## config.mk

```make
export PLATFORM = sky130hd
export DESIGN_NAME = codecheck
export DESIGN_NICKNAME = d
export VERILOG_FILES = /design/src/rtl/codecheck.sv
export SDC_FILE = /design/constraint.sdc
export NUM_CORES = 1
export LEC_CHECK = 0
export CORE_MARGIN = 2
export CORE_UTILIZATION = 55
export DETAILED_ROUTE_END_ITERATION = 6
export HOLD_SLACK_MARGIN = 0.1
export PLACE_DENSITY = 0.8
export SKIP_LAST_GASP = 1
export SYNTH_ARGS = -nofsm -noshare
export SYNTH_HDL_FRONTEND = slang
export SYNTH_SLANG_ARGS = --single-unit
```

## constraint.sdc

```tcl
create_clock -name clk -period 3.8 [get_ports clk]
set_clock_uncertainty 0.2 [all_clocks]
set_input_delay 0.76 -clock clk [delete_from_list [all_inputs] [get_ports clk]]
set_output_delay 0.76 -clock clk [all_outputs]
set_load 0.02 [all_outputs]
```

## src/rtl/codecheck.sv

```systemverilog
// Receive-side checker for an incrementing-code stream (0 .. 2**DATA_WIDTH-1).
// Optional macro CODECHECK_RESYNC_EN re-locks the expected value to the received word after a mismatch.
module codecheck #(
    parameter int DATA_WIDTH  = 8,
    parameter int ERR_W       = 16,
    parameter int TIMEOUT_CYC = 1024
) (
    input  logic                  clk,
    input  logic                  rst_l,
    input  logic                  arm,
    input  logic                  in_valid,
    input  logic [DATA_WIDTH-1:0] in_data,
    output logic                  busy,
    output logic                  done,
    output logic                  pass,
    output logic                  timeout,
    output logic [ERR_W-1:0]      err_cnt,
    output logic [DATA_WIDTH-1:0] first_err_exp,
    output logic [DATA_WIDTH-1:0] first_err_got
);

    localparam int IDLE_W = $clog2(TIMEOUT_CYC + 1);
    localparam logic [DATA_WIDTH-1:0] LAST_IDX   = '1;
    localparam logic [DATA_WIDTH-1:0] ONE_D      = 1;
    localparam logic [ERR_W-1:0]      ERR_MAX    = '1;
    localparam logic [ERR_W-1:0]      ONE_E      = 1;
    localparam logic [IDLE_W-1:0]     ONE_I      = 1;
    localparam logic [IDLE_W-1:0]     IDLE_LAST  = IDLE_W'(TIMEOUT_CYC - 1);

    typedef enum logic [1:0] {IDLE, RUN, DONE} state_t;

    state_t                  state_q, state_d;
    logic [DATA_WIDTH-1:0]   expected_q, expected_d;
    logic [DATA_WIDTH-1:0]   idx_q, idx_d;
    logic [IDLE_W-1:0]       idle_cnt_q, idle_cnt_d;
    logic [ERR_W-1:0]        err_cnt_q, err_cnt_d;
    logic [DATA_WIDTH-1:0]   first_err_exp_q, first_err_exp_d;
    logic [DATA_WIDTH-1:0]   first_err_got_q, first_err_got_d;
    logic                    busy_q, busy_d;
    logic                    done_q, done_d;
    logic                    pass_q, pass_d;
    logic                    timeout_q, timeout_d;
    logic                    mismatch;

    always_ff @(posedge clk or negedge rst_l) begin
        if (!rst_l) begin
            state_q         <= IDLE;
            expected_q      <= '0;
            idx_q           <= '0;
            idle_cnt_q      <= '0;
            err_cnt_q       <= '0;
            first_err_exp_q <= '0;
            first_err_got_q <= '0;
            busy_q          <= 1'b0;
            done_q          <= 1'b0;
            pass_q          <= 1'b0;
            timeout_q       <= 1'b0;
        end else begin
            state_q         <= state_d;
            expected_q      <= expected_d;
            idx_q           <= idx_d;
            idle_cnt_q      <= idle_cnt_d;
            err_cnt_q       <= err_cnt_d;
            first_err_exp_q <= first_err_exp_d;
            first_err_got_q <= first_err_got_d;
            busy_q          <= busy_d;
            done_q          <= done_d;
            pass_q          <= pass_d;
            timeout_q       <= timeout_d;
        end
    end

    always_comb begin
        state_d         = state_q;
        expected_d      = expected_q;
        idx_d           = idx_q;
        idle_cnt_d      = idle_cnt_q;
        err_cnt_d       = err_cnt_q;
        first_err_exp_d = first_err_exp_q;
        first_err_got_d = first_err_got_q;
        busy_d          = busy_q;
        done_d          = done_q;
        pass_d          = pass_q;
        timeout_d       = timeout_q;
        mismatch        = (in_data != expected_q);

        case (state_q)
            RUN: begin
                if (in_valid) begin
                    idle_cnt_d = '0;
                    idx_d      = idx_q + ONE_D;
                    expected_d = expected_q + ONE_D;
                    if (mismatch) begin
                        // err_cnt_q is still zero only until the first mismatch, even after saturation
                        if (err_cnt_q == '0) begin
                            first_err_exp_d = expected_q;
                            first_err_got_d = in_data;
                        end
                        if (err_cnt_q != ERR_MAX) begin
                            err_cnt_d = err_cnt_q + ONE_E;
                        end
`ifdef CODECHECK_RESYNC_EN
                        expected_d = in_data + ONE_D;
`else
                        expected_d = expected_q + ONE_D;
`endif
                    end
                    if (idx_q == LAST_IDX) begin
                        state_d = DONE;
                        busy_d  = 1'b0;
                        done_d  = 1'b1;
                        pass_d  = (err_cnt_d == '0);
                    end
                end else if (idle_cnt_q == IDLE_LAST) begin
                    state_d    = DONE;
                    idle_cnt_d = idle_cnt_q + ONE_I;
                    busy_d     = 1'b0;
                    done_d     = 1'b1;
                    timeout_d  = 1'b1;
                    pass_d     = 1'b0;
                end else begin
                    idle_cnt_d = idle_cnt_q + ONE_I;
                end
            end
            default: begin
            end
        endcase

        // arm restarts from any state and wins over a same-cycle sample
        if (arm) begin
            state_d         = RUN;
            expected_d      = '0;
            idx_d           = '0;
            idle_cnt_d      = '0;
            err_cnt_d       = '0;
            first_err_exp_d = '0;
            first_err_got_d = '0;
            busy_d          = 1'b1;
            done_d          = 1'b0;
            pass_d          = 1'b0;
            timeout_d       = 1'b0;
        end
    end

    assign busy          = busy_q;
    assign done          = done_q;
    assign pass          = pass_q;
    assign timeout       = timeout_q;
    assign err_cnt       = err_cnt_q;
    assign first_err_exp = first_err_exp_q;
    assign first_err_got = first_err_got_q;

endmodule

```

==> impl_results.md <==
- Synth-to-Final Area Change: 22.3%
- Hold buffers post-CTS: 0
- Vias: 2772
- DR WL met2: 3740 um
- Ranking of synthesized cells by area: dfrtp_1 47%, xor2_1 8.5%, nor2_1 7.3%
- Total power divided by cell area: 365 mW/mm^2
- # diodes: 0
- Post_cts resized: 0
- Yosys reg bits: 63
- Row count: 28
- Initial DRC count: 143
- Routed Wire Length: 7740 um
- CP endpoint kind: flop
- Crit path kind: input pin to flop
- I/O Buffers: 47
- CTS Buffer Depth: 2
- Total die area: 0.00680 sq mm
- Top-area cell type share of the netlist area: a little under half
- Worst hold path type: flop to flop
- Grt total ovfl: 0
- Final setup fails: 0
- Slew Limit Fails: 0
- Die H: 82.4 um
- Number of global-route vias before repair: 2578
- Fin crit share: approximately four fifths
- Top Metal Used: met4
- Post-CTS setup buffers: 0
- DRC violation count after routing: 0
- Max_cap viols: 0
- Chip Width: 82.4 um
- Required time worst endpoint: 3.86 ns
- Mean cell area of the mapped netlist: 9.53 sq um
- Critical Path AT: between 3 and 4 ns
- Slew HR: 29.7%
- Post-synth EDFFs: 0
- I/O pin count: 48
- FMAX: approximately 330 MHz
- Core area: between 0.005 and 0.006 sq mm
- End-of-flow core utilization: 69.9%
- Largest net degree at the start of global routing: between 40 and 50
- Ys flop type: dfrtp_1
- Synth area leader: dfrtp_1
- M1 wire length: ~3600 um
- Latest clock arrival within the worst-skew pair: between 0.3 and 0.4 ns
- CP Launch Type: input pin
- Detail Route Antenna Nets: 0
- Post-route setup TNS: 0 ns
- DR pass1 iterations: 6
- CTS buffer count: 9
- Outcome: completed
- Synth Warn #: 0
- Per-cell routed wire length: 16.1 um
- Gr usage total: 24.4%
- Worst IR Drop VDD: about 260 uV
- Routed wl met3: 287 um
- Seq/Total Area, Yosys: 46.6%
- Clock Pin Slew Worst Setup and Hold Paths: ~0.070 ns
- Count of final hold-check violations: 0
- Count leader, synth: nor2_1
- Global-route wire length before repair: 12500 um
- Top post-synthesis cells by count: 66 x nor2_1, 63 x dfrtp_1, 33 x xor2_1
- GP Congestion: slightly below 0.9
- Minimum clock period: approximately 3 ns
- Initial Utilization: between 50 and 60%
- Syn nets: 372
- Leak Pwr: 1.82 nW
- RSZ-0062 raised after global routing: false
- Distinct cells, synth: 45
- Async SR Flop Fraction: 100%
- Antenna violations before repair: 0
- Clk sinks: 63
- H-tree depth: 3
- Worst Tran Pin Value: roughly 1.1 ns
- Post-Syn Area: 0.00338 sq mm
- Syn Inst Count: 355
- Non-filler cells, final: 482
- Dpl hpwl: 5240 um
- Filler cells: about 470
- Clock root cell: clkbuf_8
- Cell count after placement: 466
- Crit-path max FO: 6
- CTS tree: yes
- Vias per cell: roughly 5.8
- Proportion of layout cells with a drive suffix above 1: under 10%
- Layout Nets: 419
layout by cell type (no fill, tap or decap), types with 3 or more instances in the layout:
cell type / n
nand3_1: 13
dfrtp_1: 63
nor2_1: 66
clkdlybuf4s50_1: 45
xor2_1: 33
xnor2_1: 11
and4_1: 5
o21ai_0: 3
nand4_1: 14
a21oi_1: 13
nand2_1: 30
or3_1: 7
nor3_1: 4
and3_1: 6
a221oi_1: 3
mux2i_1: 20
buf_4: 8
ha_1: 5
inv_1: 4
a211oi_1: 4
clkbuf_8: 9
where the power goes:
| group | switching (mW) | internal [mW] | total, mW |
|---|---|---|---|
| logic | 0.0937 | 0.0662 | 0.160 |
| registers | 0.0143 | 0.685 | 0.699 |
| clock network | 0.281 | 0.371 | 0.652 |
per-stage QoR:
step           power, mW  setup slack (ns)  hold slack [ns]  instance area (sq um)
2_1_floorplan      0.802             0.928            0.264                   3380
3_3_place_gp       0.868             0.536            0.279                   3920
3_5_place_dp       0.872             0.481            0.312                   3920
4_1_cts             1.52             0.822            0.332                   4140
5_1_grt             1.57             0.606            0.348                   4140
6_report            1.51             0.792            0.322                   4140
area by class of cell:
cell class,count,area [sq um],area share [%]
timing repair buffer,55,520,12.6
multi-input combinational,269,1710,41.4
clock buffer,9,124,2.99
inverter,4,15.0,0.363
tap,75,93.8,2.27
sequential,63,1580,38.1
clock inverter,7,96.3,2.33
cells by family after synthesis:
family / share of synthesized area (%)
fa+ha+maj: 1.85
mux: 5.91
compound gates: 7.76
flops: 46.6
simple gates: 23.7
buf+inv: 2.85
xor+xnor: 11.4
per-layer routing:
layer / GRT usage (%) / up-vias
met5: 0 / -
met4: 8.00 / 0
met3: 5.11 / 10
met2: 38.5 / 65
met1: 33.5 / 1364
li1: - / 1333
final timing paths:
| path | from | to | slack, ns | depth (start not counted) |
|---|---|---|---|---|
| max in group asynchronous | rst_l | err_cnt[8] | 2.18 | 2 |
| worst min-delay path | timeout | timeout | 0.32 | 2 |
| worst max-delay path | in_data[7] | pass | 0.79 | 7 |
| worst min register to register | timeout | timeout | 0.32 | 2 |
| worst max register to register | err_cnt[7] | first_err_exp[1] | 0.93 | 7 |
| min in group asynchronous | rst_l | first_err_got[4] | 0.40 | 1 |
critical path: stages:
cell and delay [ns]:
clkdlybuf4s50_1 0.44, xor2_1 0.18, nor4_2 0.68, a22oi_1 0.35, a211oi_1 0.28, o221ai_1 0.14, o31ai_1 0.24
registers in the layout (all words and copies together) (netlist names):
signal	flops
err_cnt	16
idle_cnt_q	11
expected_q	8
first_err_exp	8
first_err_got	8
idx_q	8
state_q	2
pass	1
timeout	1
No activity file was read; power rests on OpenSTA's default activity.
